### src/rtl/ntwrk_cmd_gen.sv
// ntwrk_cmd_gen: turns a distance-sorted connection stream into network-size commands.
// Each point gets a network id. A point->network table is looked up once per connection, and
// the resulting command (NEW/WR_A/WR_B/MERGE/IGNORE) is issued downstream.
// Optional feature macro: NTWRK_SERIAL_RELABEL_EN. When it is defined, a MERGE relabels table
// entries one per cycle in a RELABEL state. Otherwise all entries are relabelled in parallel.
// i_conn layout: {distance[DIST_W-1:0], pointa[PtW-1:0], pointb[PtW-1:0]}.
// o_cmd layout:  {ntwrkb[IdW-1:0], ntwrka[IdW-1:0], op[2:0]}.
// Op encoding:   NEW=0, WR_A=1, WR_B=2, MERGE=3, IGNORE=4.
module ntwrk_cmd_gen #(
  parameter int unsigned NUM_POINTS = 8,
  parameter int unsigned NUM_CONNS  = 6,
  parameter int unsigned DIST_W     = 32,
  localparam int unsigned PtW   = (NUM_POINTS > 1) ? $clog2(NUM_POINTS) : 1,
  localparam int unsigned IdW   = (NUM_CONNS > 1) ? $clog2(NUM_CONNS) : 1,
  localparam int unsigned CntW  = $clog2(NUM_CONNS + 1),
  localparam int unsigned ConnW = DIST_W + 2 * PtW,
  localparam int unsigned CmdW  = 2 * IdW + 3
) (
  input  logic             i_clk,
  input  logic             i_rst_n,
  input  logic             i_conn_valid,
  output logic             o_conn_ready,
  input  logic [ConnW-1:0] i_conn,
  output logic             o_cmd_valid,
  input  logic             i_cmd_ready,
  output logic [CmdW-1:0]  o_cmd,
  output logic [CntW-1:0]  o_conn_cnt,
  output logic             o_done
);

  typedef enum logic [2:0] {
    CmdNew    = 3'd0,
    CmdWrA    = 3'd1,
    CmdWrB    = 3'd2,
    CmdMerge  = 3'd3,
    CmdIgnore = 3'd4
  } cmd_op_e;

  typedef enum logic [1:0] {
    StIdle    = 2'd0,
    StLookup  = 2'd1,
    StIssue   = 2'd2,
    StRelabel = 2'd3
  } state_e;

  state_e          r_state, w_state_d;
  logic [PtW-1:0]  r_pa, r_pb;
  cmd_op_e         r_op, w_op;
  logic [IdW-1:0]  r_ida, r_idb, w_ida, w_idb;
  logic [IdW-1:0]  r_next_id;
  logic [CntW-1:0] r_cnt;
  logic            r_done;

  // Point -> network table
  logic            r_vld [NUM_POINTS];
  logic [IdW-1:0]  r_id  [NUM_POINTS];

  logic            w_ea_vld, w_eb_vld;
  logic [IdW-1:0]  w_ea_id, w_eb_id;
  logic            w_accept, w_hs;
  logic            w_unused_dist;

`ifdef NTWRK_SERIAL_RELABEL_EN
  logic [PtW-1:0]  r_idx;
`endif

  assign w_unused_dist = ^i_conn[ConnW-1:2*PtW];

  assign o_conn_ready = (r_state == StIdle) && !r_done;
  assign o_cmd_valid  = (r_state == StIssue);
  assign o_cmd        = {r_idb, r_ida, r_op};
  assign o_conn_cnt   = r_cnt;
  assign o_done       = r_done;

  assign w_accept = i_conn_valid && o_conn_ready;
  assign w_hs     = (r_state == StIssue) && i_cmd_ready;

  assign w_ea_vld = r_vld[r_pa];
  assign w_eb_vld = r_vld[r_pb];
  assign w_ea_id  = r_id[r_pa];
  assign w_eb_id  = r_id[r_pb];

  // Command decode from the two table entries of the latched connection
  always_comb begin
    w_op  = CmdIgnore;
    w_ida = '0;
    w_idb = '0;
    if (r_pa == r_pb) begin
      w_op  = CmdIgnore;
      w_ida = w_ea_vld ? w_ea_id : '0;
      w_idb = w_ida;
    end else if (!w_ea_vld && !w_eb_vld) begin
      w_op  = CmdNew;
      w_ida = r_next_id;
      w_idb = r_next_id;
    end else if (w_ea_vld && !w_eb_vld) begin
      w_op  = CmdWrB;
      w_ida = w_ea_id;
      w_idb = w_ea_id;
    end else if (!w_ea_vld && w_eb_vld) begin
      w_op  = CmdWrA;
      w_ida = w_eb_id;
      w_idb = w_eb_id;
    end else if (w_ea_id == w_eb_id) begin
      w_op  = CmdIgnore;
      w_ida = w_ea_id;
      w_idb = w_ea_id;
    end else begin
      w_op  = CmdMerge;
      w_ida = w_ea_id;
      w_idb = w_eb_id;
    end
  end

  // FSM next-state
  always_comb begin
    w_state_d = r_state;
    case (r_state)
      StIdle:   if (w_accept) w_state_d = StLookup;
      StLookup: w_state_d = StIssue;
      StIssue: begin
        if (i_cmd_ready) begin
`ifdef NTWRK_SERIAL_RELABEL_EN
          w_state_d = (r_op == CmdMerge) ? StRelabel : StIdle;
`else
          w_state_d = StIdle;
`endif
        end
      end
`ifdef NTWRK_SERIAL_RELABEL_EN
      StRelabel: if (r_idx == PtW'(NUM_POINTS - 1)) w_state_d = StIdle;
`endif
      default:  w_state_d = StIdle;
    endcase
  end

  // Control registers: state, latched points, registered command, counters
  always_ff @(posedge i_clk or negedge i_rst_n) begin
    if (!i_rst_n) begin
      r_state   <= StIdle;
      r_pa      <= '0;
      r_pb      <= '0;
      r_op      <= CmdNew;
      r_ida     <= '0;
      r_idb     <= '0;
      r_next_id <= '0;
      r_cnt     <= '0;
      r_done    <= 1'b0;
    end else begin
      r_state <= w_state_d;
      if (w_accept) begin
        r_pa <= i_conn[2*PtW-1:PtW];
        r_pb <= i_conn[PtW-1:0];
      end
      if (r_state == StLookup) begin
        r_op  <= w_op;
        r_ida <= w_ida;
        r_idb <= w_idb;
      end
      if (w_hs) begin
        r_cnt <= r_cnt + CntW'(1);
        if (r_cnt == CntW'(NUM_CONNS - 1)) r_done <= 1'b1;
        if (r_op == CmdNew) r_next_id <= r_next_id + IdW'(1);
      end
    end
  end

`ifdef NTWRK_SERIAL_RELABEL_EN
  // Relabel walk index: restarts on every handshake, advances while relabelling
  always_ff @(posedge i_clk or negedge i_rst_n) begin
    if (!i_rst_n) begin
      r_idx <= '0;
    end else if (w_hs) begin
      r_idx <= '0;
    end else if (r_state == StRelabel) begin
      r_idx <= r_idx + PtW'(1);
    end
  end
`endif

  // Table updates: all writes land on the command handshake edge (or during relabel)
  always_ff @(posedge i_clk or negedge i_rst_n) begin
    if (!i_rst_n) begin
      for (int i = 0; i < int'(NUM_POINTS); i++) begin
        r_vld[i] <= 1'b0;
        r_id[i]  <= '0;
      end
    end else if (w_hs) begin
      case (r_op)
        CmdNew: begin
          r_vld[r_pa] <= 1'b1;
          r_id[r_pa]  <= r_ida;
          r_vld[r_pb] <= 1'b1;
          r_id[r_pb]  <= r_ida;
        end
        CmdWrA: begin
          r_vld[r_pa] <= 1'b1;
          r_id[r_pa]  <= r_ida;
        end
        CmdWrB: begin
          r_vld[r_pb] <= 1'b1;
          r_id[r_pb]  <= r_ida;
        end
`ifndef NTWRK_SERIAL_RELABEL_EN
        CmdMerge: begin
          for (int i = 0; i < int'(NUM_POINTS); i++) begin
            if (r_vld[i] && (r_id[i] == r_idb)) r_id[i] <= r_ida;
          end
        end
`endif
        default: ;
      endcase
`ifdef NTWRK_SERIAL_RELABEL_EN
    end else if (r_state == StRelabel) begin
      if (r_vld[r_idx] && (r_id[r_idx] == r_idb)) r_id[r_idx] <= r_ida;
`endif
    end
  end

  // Every NEW hands out an id that fits the NUM_CONNS id space
  a_next_id_bound: assert property (@(posedge i_clk) disable iff (!i_rst_n)
    (w_hs && (r_op == CmdNew)) |-> (r_next_id <= IdW'(NUM_CONNS - 1)));

endmodule

### config.mk
export PLATFORM = sky130hd
export DESIGN_NAME = ntwrk_cmd_gen
export DESIGN_NICKNAME = d
export VERILOG_FILES = /design/src/rtl/ntwrk_cmd_gen.sv
export SDC_FILE = /design/constraint.sdc
export NUM_CORES = 1
export LEC_CHECK = 0
export CELL_PAD_IN_SITES_DETAIL_PLACEMENT = 0
export CELL_PAD_IN_SITES_GLOBAL_PLACEMENT = 1
export CORE_UTILIZATION = 38
export DETAILED_ROUTE_END_ITERATION = 8
export PLACE_DENSITY = 0.74
export SYNTH_ARGS = -nofsm -noshare
export SYNTH_HDL_FRONTEND = slang
export SYNTH_SLANG_ARGS = --single-unit
### constraint.sdc
create_clock -name i_clk -period 2.8 [get_ports i_clk]
set_input_delay 0.28 -clock i_clk [delete_from_list [all_inputs] [get_ports i_clk]]
set_output_delay 0.28 -clock i_clk [all_outputs]
set_load 0.03 [all_outputs]
-- Word level (Yosys, flattened, before mapping)
Index checks and enable logic that the tools add are counted.
- output and inout bits: 15
- bits in registers: 56
- input bits: 42
- word-level logic and storage cells: 148
- add/subtract/negate cells: 2
- $lt $le $gt $ge: 4
- eq/ne operators: 26
- bitwise gates (word level): 5
- reduce and logical (&&, ||, !) cells: 35
- multiplexer cells: 51
- operators by type and width (operator ; count):
    case mux 24 bit (4 select lines) ; 1
    2-to-1 mux 3 bit ; 29
    bitwise mux 24 bit ; 3
    equality test 3 bit ; 10
    OR 8 bit ; 3
    case mux 8 bit (3 select lines) ; 1
    AND reduction 3 bit ; 8
    binary-select mux 3 bit (select 3 bit) ; 2
    demux 3 bit (select 3 bit) ; 2
    inequality test 2 bit, second input constant ; 9
    logical AND 1 bit ; 16
    greater-or-equal comparator 4 bit, second input constant ; 2
    < comparator 4 x 1 -> 1 bit, second input constant ; 2
    NOT 3 -> 4 bit ; 2
    AND reduction 2 bit ; 4
    adder 3 x 1 -> 3 bit, second input constant ; 2
    binary-select mux 1 bit (select 3 bit) ; 2
    demux 1 bit (select 3 bit) ; 2
    equality test 3 x 2 -> 1 bit, second input constant ; 2
    2-to-1 mux 1 bit ; 6
    case mux 2 bit (3 select lines) ; 1
    2-to-1 mux 2 bit ; 2
    nonzero test 4 bit ; 1
    equality test 3 x 1 -> 1 bit, second input constant ; 1
    8 further kinds ; 10

-- Depth between registers and ports, before layout
- depth after elaboration: 10
- depth in mapped cells: 9
- depth with buffers taken out: 6

-- Worst setup path before layout
No wires, ideal clock.
- path type: register to register
- start point: register r_done (netlist: o_done)
- end point: register r_pa[0]
- stages on the path, launching flop included: 5
- clock period less this slack: 2.154 ns
- setup slack: 0.646 ns
- library setup time: 0.125 ns
- path buffers: 1
- data arrival time: 2.029 ns
- data required time: 2.675 ns
- cells stage by stage: dfrtp_1 > nor3_1 > and2_1 > clkbuf_1 > mux2_2
- word-level cells in the longest chain between the ends: 3
- ends and longest elaborated chain (element ; line ; RTL):
    start: declaration ; 52 ; logic r_done;
    start signal: assignment ; 148 ; r_done <= 1'b0;
    start signal: assignment ; 162 ; if (r_cnt == CntW'(NUM_CONNS - 1)) r_done <= 1'b1;
    zero test 1 bit ; 69 ; assign o_conn_ready = (r_state == StIdle) && !r_done;
    logical AND 1 bit ; 69 ;
    net o_conn_ready ; 22 ; output logic o_conn_ready,
    logical AND 1 bit ; 75 ; assign w_accept = i_conn_valid && o_conn_ready;
    end signal: assignment ; 152 ; r_pa <= i_conn[2*PtW-1:PtW];
    end: declaration ; 47 ; logic [PtW-1:0] r_pa, r_pb;
The timed path passes the listed nets, and every way through them passes these cells.
A chain may end at the register's enable or synchronous reset.

-- Worst setup path in the final report
- start point: register r_pb[1]
- end point: register r_idb[0]
- word-level cells in the longest chain between the ends: 10
- elaborated cells between the ends (all ways): 18
- classes of those cells: eq/ne (2); mux (11); bitwise (1); reduce/logical (4)
- ends and longest elaborated chain (element ; line ; RTL):
    start: declaration ; 47 ;
    start signal: assignment ; 153 ; r_pb <= i_conn[PtW-1:0];
    NOT 3 -> 4 bit (implied by the code) ; 79, 81 ;
    binary-select mux 3 bit (select 3 bit) ; 81 ; assign w_eb_id = r_id[r_pb];
    2-to-1 mux 3 bit (implied by the code) (2 in a row) ; 81 ;
    equality test 3 bit ; 104 ; end else if (w_ea_id == w_eb_id) begin
    2-to-1 mux 3 bit ; 104 ;
    2-to-1 mux 3 bit ; 100 ; end else if (!w_ea_vld && w_eb_vld) begin
    2-to-1 mux 3 bit ; 96 ; end else if (w_ea_vld && !w_eb_vld) begin
    2-to-1 mux 3 bit ; 92 ; end else if (!w_ea_vld && !w_eb_vld) begin
    2-to-1 mux 3 bit (*) ; 88 ; if (r_pa == r_pb) begin
    end signal: assignment ; 158 ; r_idb <= w_idb;
    end: declaration ; 49 ; logic [IdW-1:0] r_ida, r_idb, w_ida, w_idb;
Every way passes the cells marked *; elsewhere a longest branch is shown, timed or not. The select of a mux whose other input is x is not followed.

==> results.cfg <==
[sta]
hold_viol = 0
relSlewSlack_pct = 34.06
finClkSkew_ns = 0.01611
setup_violations = 0
finalCritPeriodShare_pct = 89.06
final_max_slew_viol_count = 0
worst_slack_ns = 0.3062
rsz0062_at_grt = no
setup_tns_ns = 0
layout_min_cycle_time_ns = 2.494
tightest_slew_ns = 0.9891
max_clock_freq_mhz = 401.0

[global_routing]
grt_max_degree = 44
gr-total-overflow = 0
grt_pass1_vias = 4008
globalRouteTotalUtil_pct = 23.23
grt_pass1_wl_um = 22440
antenna_found_initial = 0

[logic_synthesis]
synth_xor_area_share_pct = 6.607
synth_top_area_share_pct = 31.09
synth_nets = 544
synth_cells = 499
seq_area_frac_synth_pct = 31.09
synthAdderAreaFrac_pct = 0.8329
ys_ff_latch = 56
synth_mux_area_share_pct = 11.97
synth_top_family_by_area = compound AO/OA/AOI/OAI gates
syn_area_um2 = 4507
yosysWarningCount = 0
synth_compound_area_share_pct = 27.37
syn_avg_cell_area_um2 = 9.032
ys_top_cells_by_area = dfrtp_1, mux4_2, xnor2_1
yosysUniqueCellTypes = 56
synth_area_leader_cell = dfrtp_1
synthSimpleGateAreaFrac_pct = 16.71

[routing]
wirelength_um = 13810
dr_total_vias = 4147
ant_nets = 0
wire_per_inst_um = 21.09
drt_iter0_markers = 334
via_per_inst = 6.331
drc = 0
drt_pass1_iterations = 5

[pwr]
comb_power_share_pct = 62.0
internal_power_mw = 3.797
switching_power_mw = 3.801
powerDensity_nw_per_um2 = 1514
p_sw_share_pct = 50.02
ir_drop_mv = 0.7808
seqPwrFrac_pct = 28.8
power.leakage_nw = 1.892
clkPwrFrac_pct = 9.2

[critical_path]
cp_max_fo = 12
cp-start-kind = register
endpoint_kind = register
critPathKind = reg2reg
required_ns = 3.01
arrival_ns = 2.70
regToRegSetupSlack_ns = 0.31

[die]
die_y_um = 110.9
rows = 39
io_pins = 57
die_w_um = 110.9
start_util_pct = 39.30
core-area_um2 = 11470
die-area_um2 = 12300

[final_layout]
fin_nets = 556
layout-drive-gt1-share_pct = 13.28
antennaDiodeCount = 0
syn2layout_area_growth_pct = 11.35

[status]
run_status = finished, final reports clean

[placement]
dpl_worst_slack_ns = 0.2975
portBuffers = 24
dp_hpwl_um = 9919
gp_congestion = 0.8918

[hold_path]
hold_class = in2async

[clock_tree]
cts_setup_buffers = 0
clock-sinks = 56
cts-root-buf = clkbuf_16
h-tree-depth = 2
numCtsBuffers = 5
clk_latency_ns = 0.32
cts_resized = 0
clockBufferDepth = 2
clk_pin_slew_ns = 0.08
cts_tree = built
ctsHoldBuffers = 0

[run]
drv_cap = 0
==> final cells by class <==
| type | instances | area [um2] |
|---|---|---|
| fillers | 1111 | 6449 |
| well taps | 143 | 178.9 |
| clock inverters | 3 | 28.78 |
| repair buffers | 46 | 400.4 |
| inverters | 6 | 22.52 |
| flip-flops and latches | 56 | 1401 |
| multi-input cells | 396 | 2861 |
| clock buffers | 5 | 125.1 |
==> power groups by stage <==
stage	Clock [mW]	Combinational [mW]	Sequential [mW]
6_report	0.695	4.71	2.19
5_1_grt	0.742	5.12	2.26
4_1_cts	0.715	4.69	2.15
3_5_place_dp	0	4.66	2.17
3_3_place_gp	0	4.61	2.15
2_1_floorplan	0	3.81	1.79
==> layer usage <==
layer | part of all wire [%] | track usage (%) | wire length, um
met2 | 46 | 34.87 | 6299
met3 | 6.8 | 3.991 | 943
met4 | 2.3 | 9.067 | 317
met1 | 45 | 33.18 | 6251
met5 | 0 | 0 | 0
==> cell usage after synthesis (all sizes together) <==
cell type,number
xnor2,30
clkbuf,22
a21o,13
o21bai,1
or3,5
xor2,4
nor4,3
o31a,3
nand2,38
o32ai,3
a21oi,49
a41o,1
o21ai,35
o21a,2
and3,2
nor2b,2
o22ai,19
or2,13
nor3,8
a21boi,2
and2b,1
buf,19
nor2,25
a22oi,8
or4,1
nor3b,7
o41ai,1
o22a,21
nand4,9
and3b,3
a2bb2oi,19
a31oi,8
and2,2
mux2i,12
ha,3
mux2,7
or3b,2
nand2b,6
mux4,14
o32a,2
nand3b,6
inv,6
dfrtp,56
nand3,6
==> final timing paths <==
path / from / endpoint / depth (start not counted)
worst max-delay path: r_pb[1]$_DFFE_PN0P_ / r_idb[0]$_DFFE_PN0N_ / 5
worst min-delay path: i_rst_n / r_next_id[2]$_DFFE_PN0P_ / 1
worst max register to register: r_pb[1]$_DFFE_PN0P_ / r_idb[0]$_DFFE_PN0N_ / 5
worst min register to register: r_next_id[2]$_DFFE_PN0P_ / r_next_id[2]$_DFFE_PN0P_ / 1
max in group asynchronous: i_rst_n / r_id[12]$_DFFE_PN0P_ / 2
min in group i_clk: r_next_id[2]$_DFFE_PN0P_ / r_next_id[2]$_DFFE_PN0P_ / 1
==> sequential cells by signal, summed over array words and instances, names as in the netlist <==
register    cells
r_id           24
r_vld           8
o_conn_cnt      3
r_ida           3
r_idb           3
r_next_id       3
r_op            3
r_pa            3
r_pb            3
r_state         2
o_done          1
==> critical path: stages (launching register included) <==
cell and delay, ns:
dfrtp_1 0.71, buf_4 0.32, mux4_2 0.55, mux2i_4 0.35, nor3_1 0.10, o32a_1 0.35
==> kinds of logic (layout without fill, tap and decap cells) <==
family                     after synthesis  after routing
xor gates and xnor gates                34             34
and+or+nand+nor                        139            139
AOI/OAI and AO/OA                      187            187
DFF                                     56             56
adders and majority gates                3              3
muxes                                   33             33
buffers and inverters                   47             60
==> stage by stage <==
| stage | hold slack, ns | util (%) | std cells | cell area, um2 | total power [mW] |
|---|---|---|---|---|---|
| after floorplan | -0.01559 | - | 499 | 4507 | 5.593 |
| after global placement | 0.4876 | 42.42 | 647 | 4865 | 6.758 |
| after detailed placement | 0.4915 | 42.42 | 647 | 4865 | 6.833 |
| after CTS | 0.1514 | 43.76 | 655 | 5019 | 7.560 |
| after global routing | 0.2058 | 43.76 | 655 | 5019 | 8.123 |
| final | 0.1209 | 43.76 | 655 | 5019 | 7.598 |
==> cell usage in the layout, fill, tap and decap left out, drive strengths merged, types with 19 or more instances in the layout <==
cell type / instances
xnor2: 30
o21ai: 35
nand2: 38
o22ai: 19
o22a: 21
clkdlybuf4s50: 23
a2bb2oi: 19
dfrtp: 56
a21oi: 49
nor2: 25
buf: 23
(Power assumes the default switching activity.)
==> RTL change 1: new RTL, same settings <==
Register the output `o_conn_cnt` once more, without a reset; this adds one clock of latency there. The other outputs are not delayed to match.
--- a/src/rtl/ntwrk_cmd_gen.sv
+++ b/src/rtl/ntwrk_cmd_gen.sv
@@ -70,5 +70,7 @@
   assign o_cmd_valid  = (r_state == StIssue);
   assign o_cmd        = {r_idb, r_ida, r_op};
-  assign o_conn_cnt   = r_cnt;
+  always_ff @(posedge i_clk) begin
+    o_conn_cnt <= r_cnt;
+  end
   assign o_done       = r_done;
 
Check against the original RTL: not equivalent (a bounded check fails within 4 cycles, from zero or initial values and one cycle with i_rst_n low).
==> RTL change 1 against the original RTL <==
Hold slack worse by 0.091 ns. Non-clock buffer count up 13. Wire length up 11%. Power up 18%. Cell area up 10%. Worst setup slack better by 0.048 ns. Synthesized area up 5.2%. Sequential cell count up 3. Via count up 8.2%. Critical path type unchanged.
==> RTL change 1: results (changes against the original RTL) <==
stage,metric,value,unit,change
critical_path,path_max_fanout,13,,+1
grt,grt_pass1_vias,4403,,+9.9%
logic_synthesis,synth_adder_area_share,0.791,%,-0.042 points
cells_and_area,finish.net_count,599,,+7.7%
power,p_seq,2290,uW,+5%
power,power.switching_fraction,49.2,%,-0.79 points
grt,grt.met1_usage,33.3,%,+0.094 points
timing,timing.max_slew.rel_slack,20.8,%,-13 points
logic_synthesis,netlist_area,4740,sq um,+5.2%
critical_path,crit_arrival,2.67,ns,-0.03 ns
power,irDropWorstVdd,0.803,mV,+2.8%
logic_synthesis,synth.top_cells.by_count,"56 x dfrtp_1, 44 x nand2_1, 39 x a21oi_1",,
timing,whs,0.0300,ns,-0.0909 ns
logic_synthesis,cell_count_after_synthesis,530,,+6.2%
clocking,tritoncts.num_buffers,9,,+4
critical_path,timing.rr.start,r_pb[0],,
critical_path,number_of_cells_on_the_worst_reg_to_reg_path,6,,+1
routing,drt_iter0_markers,458,,+37%
placement,gp_congestion,0.927,,+3.9%
power,clk-power,1120,uW,+61%
timing,fin_worst_skew,0.00710,ns,-0.00902 ns
placement,detailed_placement_hpwl,10800,um,+8.8%
routing,vias_per_cell,6.17,,-2.5%
outcome,run_status,"complete, no violations",,
power,p_leak,0.00211,uW,+12%
grt,grt_max_degree,32,,-27%
logic_synthesis,ys_seq_area_share,30.8,%,-0.28 points
grt,global_route_wire_length_before_repair,24600,um,+9.8%
routing,vias,4486,,+8.2%
logic_synthesis,yosys-top-cells-area,"dfrtp_1 30%, mux4_2 7.1%, xnor2_1 5.9%, a2bb2oi_1 4.4%, a21oi_1 4.1%",,
critical_path,critPathCapture,r_op[0],,
clocking,clock_pin_slew_worst_setup_and_hold_paths,0.06,ns,-0.02 ns
grt,global_route.usage.met2,39.3,%,+4.4 points
logic_synthesis,post_synthesis_compound_gate_area_fraction,25.9,%,-1.5 points
grt,globalRouteTotalUtil,25.3,%,+2.1 points
cells_and_area,ratio_of_cells_with_drive_above_1_in_the_final_layout,15.9,%,+2.6 points
grt,use_met3,7.44,%,+3.4 points
power,power_report.internal_total,4550,uW,+20%
logic_synthesis,synth.mux.area_fraction,13.6,%,+1.7 points
routing,dr_wl_met2,6950,um,+10%
critical_path,timing.reg2reg.setup_slack,0.35,ns,+0.05 ns
logic_synthesis,synth_net_count,575,,+5.7%
logic_synthesis,synth-xor-area-share,6.28,%,-0.33 points
clocking,clock_insertion_delay_worst_skew,0.35,ns,+0.03 ns
logic_synthesis,ys_async_sr_fraction,94.9,%,-5.1 points
routing,wirelength_met1,6800,um,+8.7%
timing,period_utilization,87.3,%,-1.7 points
-- RTL change 1: cell types whose count changed in the layout (fill, tap and decap cells not counted), sizes merged, moves of 6 or more --
cell	unedited run	this run
nor2	25	35
o22a	21	1
buf	23	36
or2	13	3
o211ai	0	6
o32ai	3	16
nand2	38	44
nor2b	2	8
a21oi	49	43
nor3	8	21
o22ai	19	10
-- RTL change 1: cell type report --
| class | instances | area [sq um] |
|---|---|---|
| Timing Repair Buffer | 59 | 498 |
| Multi-Input combinational cell | 419 | 3030 |
| Clock buffer | 10 | 229 |
| Sequential cell | 59 | 1460 |
| Fill cell | 1241 | 6590 |
| Inverter | 6 | 22.5 |
| Clock inverter | 6 | 66.3 |
| Tap cell | 168 | 210 |
-- RTL change 1: worst max-delay path: stages (launching register included) --
cell     delay, ns
dfrtp_1       0.74
buf_4         0.26
mux4_2        0.53
mux2i_4       0.23
xnor2_1       0.14
nor3_1        0.30
a31oi_1       0.12
==> RTL change 2: new RTL, same settings <==
Without the edit above. The option `NTWRK_SERIAL_RELABEL_EN` is turned on by a define.
--- a/src/rtl/ntwrk_cmd_gen.sv
+++ b/src/rtl/ntwrk_cmd_gen.sv
@@ -7,4 +7,6 @@
 // o_cmd layout:  {ntwrkb[IdW-1:0], ntwrka[IdW-1:0], op[2:0]}.
 // Op encoding:   NEW=0, WR_A=1, WR_B=2, MERGE=3, IGNORE=4.
+`define NTWRK_SERIAL_RELABEL_EN
+
 module ntwrk_cmd_gen #(
   parameter int unsigned NUM_POINTS = 8,
Check against the original RTL: no difference found for any inputs over 4 cycles, from zero or initial values and one cycle with i_rst_n low; that may be too few to reach the edited logic, so the function may still have changed.
==> RTL change 2 against the original RTL <==
Power decreased by 11%. Cell area up 6.8%. Sequential cell count is 3 higher. Hold slack better by 0.36 ns. Critical path depth increased by 1. Worst setup slack got worse by 0.21 ns. Clock power up 78%. Critical path type unchanged. Wire length shrank 0.76%. Synthesized area shrank 0.44%. Global-route usage up 0.084 points.
==> RTL change 2: results (changes against the original RTL) <==
stage,metric,value,unit,change
routing,detail_route.first_pass.iterations,4,,-1
critical_path,crit_arrival,2.90,ns,+0.20 ns
grt,global_route_wire_length_before_repair,22400,um,about the same
critical_path,number_of_cells_on_the_worst_reg_to_reg_path,6,,+1
power,irDropWorstVdd,0.687,mV,-12%
power,p_leak,0.00220,uW,+16%
routing,drt_iter0_markers,339,,+1.5%
logic_synthesis,synth.yosys.warnings,0,,unchanged
clocking,htreeDepth,3,,+1
timing,timing.max_slew.rel_slack,54.5,%,+20 points
placement,detailed_placement_hpwl,10100,um,+1.9%
cells_and_area,finish.net_count,575,,+3.4%
logic_synthesis,synth.mux.area_fraction,14.6,%,+2.6 points
clocking,ctsHoldBuffers,1,,+1
critical_path,crit_family,simple AND/OR/NAND/NOR gates,,
logic_synthesis,yosys-top-cells-area,"dfrtp_1 33%, mux4_2 7.5%, nand3_1 5.7%, mux2i_1 3.6%, mux2_2 3.5%",,
clocking,tritoncts.num_buffers,9,,+4
placement,gp_congestion,0.913,,+2.4%
hold_path,hold_path.class,flop to flop,,
routing,vias,4265,,+2.8%
placement,worst_setup_timing_slack_at_the_placement_stage,0.0146,ns,-0.283 ns
logic_synthesis,post_synthesis_compound_gate_area_fraction,14.7,%,-13 points
routing,finalWirelength,13700,um,-0.76%
grt,grt_pass1_vias,4188,,+4.5%
logic_synthesis,ys_types,54,,-3.6%
cells_and_area,fill_cells,1091,,-1.8%
cells_and_area,ratio_of_cells_with_drive_above_1_in_the_final_layout,17.6,%,+4.4 points
critical_path,worst_r2r_endpoint,r_id[21],,
timing,whs,0.477,ns,+0.356 ns
clocking,clock_insertion_delay_worst_skew,0.34,ns,+0.02 ns
timing,fin_worst_skew,0.00578,ns,-0.0103 ns
critical_path,path_max_fanout,13,,+1
logic_synthesis,synth.most_common_cell,dfrtp_1,,
power,p_comb,3800,uW,-19%
routing,vias_per_cell,6.31,,-0.35%
logic_synthesis,synth.top_cells.by_count,"59 x dfrtp_1, 51 x nand3_1, 30 x o21ai_0",,
critical_path,timing.rr.start,r_idx[2],,
cells_and_area,antenna_cells,0,,unchanged
logic_synthesis,cell_count_after_synthesis,497,,-0.40%
power,power.switching_fraction,45.8,%,-4.2 points
outcome,run_status,"complete, no violations",,
logic_synthesis,synth_adder_area_share,1.39,%,+0.56 points
logic_synthesis,ys_seq_area_share,32.9,%,+1.8 points
grt,globalRouteTotalUtil,23.3,%,+0.084 points
power,p_seq,1710,uW,-22%
logic_synthesis,synth-xor-area-share,2.73,%,-3.9 points
hold_path,holdPathEnd,r_next_id[2],,
grt,grt_max_degree,37,,-16%
placement,dp_cells,659,,+1.9%
critical_path,master_of_the_slowest_instance_on_the_critical_path,dfrtp_1,,
critical_path,max_stage_delay,0.67,ns,-0.04 ns
[RTL change 2: layout make-up]
cell class	instances	area, sq um	area share [%]
Inverter	11	41.3	0.770
Clock buffer	12	256	4.78
Timing Repair Buffer	60	533	9.94
Sequential cell	59	1480	27.5
Tap cell	143	179	3.34
Multi-Input combinational cell	387	2800	52.3
Clock inverter	4	72.6	1.35
[RTL change 2: worst max-delay path by stage]
stage / start / endpoint / slack, ns / depth (start not counted)
6_report: r_idx[2] / r_id[21] / 0.1 / 6
5_1_grt: r_pb[0] / r_id[12] / 0.02 / 6
4_1_cts: r_idx[1] / r_id[21] / 0.0001 / 7
3_5_place_dp: r_idx[1] / r_id[22] / 0.01 / 7
3_3_place_gp: r_idx[1] / r_id[22] / 0.09 / 7
2_1_floorplan: r_idx[0] / r_id[10] / 0.32 / 8
[RTL change 2: per-layer routing]
layer	up-vias	routed length (um)	global-route usage (%)	share of wire, %
met5	-	0	0	0
met4	0	326	8.62	2.4
met3	22	843	5.63	6.2
met2	162	6530	37.3	48
met1	2141	6010	30.5	44
li1	1940	-	-	-
[RTL change 2: cell families (layout without fill, tap and decap cells)]
group,Yosys count,after routing
mux,45,45
compound gates,99,99
simple gates,224,224
fa+ha+maj,5,5
buf+inv,51,87
xor+xnor,14,14
flops,59,59
[RTL change 2: per-stage QoR]
step	power, uW	utilization [%]	area [sq um]
after floorplan	4240	-	4490
after global placement	5360	43.7	5010
after detailed placement	5430	43.7	5010
after CTS	6690	46.6	5350
after global routing	7210	46.8	5360
final	6740	46.8	5360
[RTL change 2: worst reg2reg max path, stage by stage, from the launching register on]
cell	delay (ns)
dfrtp_1	0.67
mux4_2	0.38
nand2b_1	0.17
a32oi_2	0.37
xor2_4	0.22
and4_1	0.24
or4_1	0.52
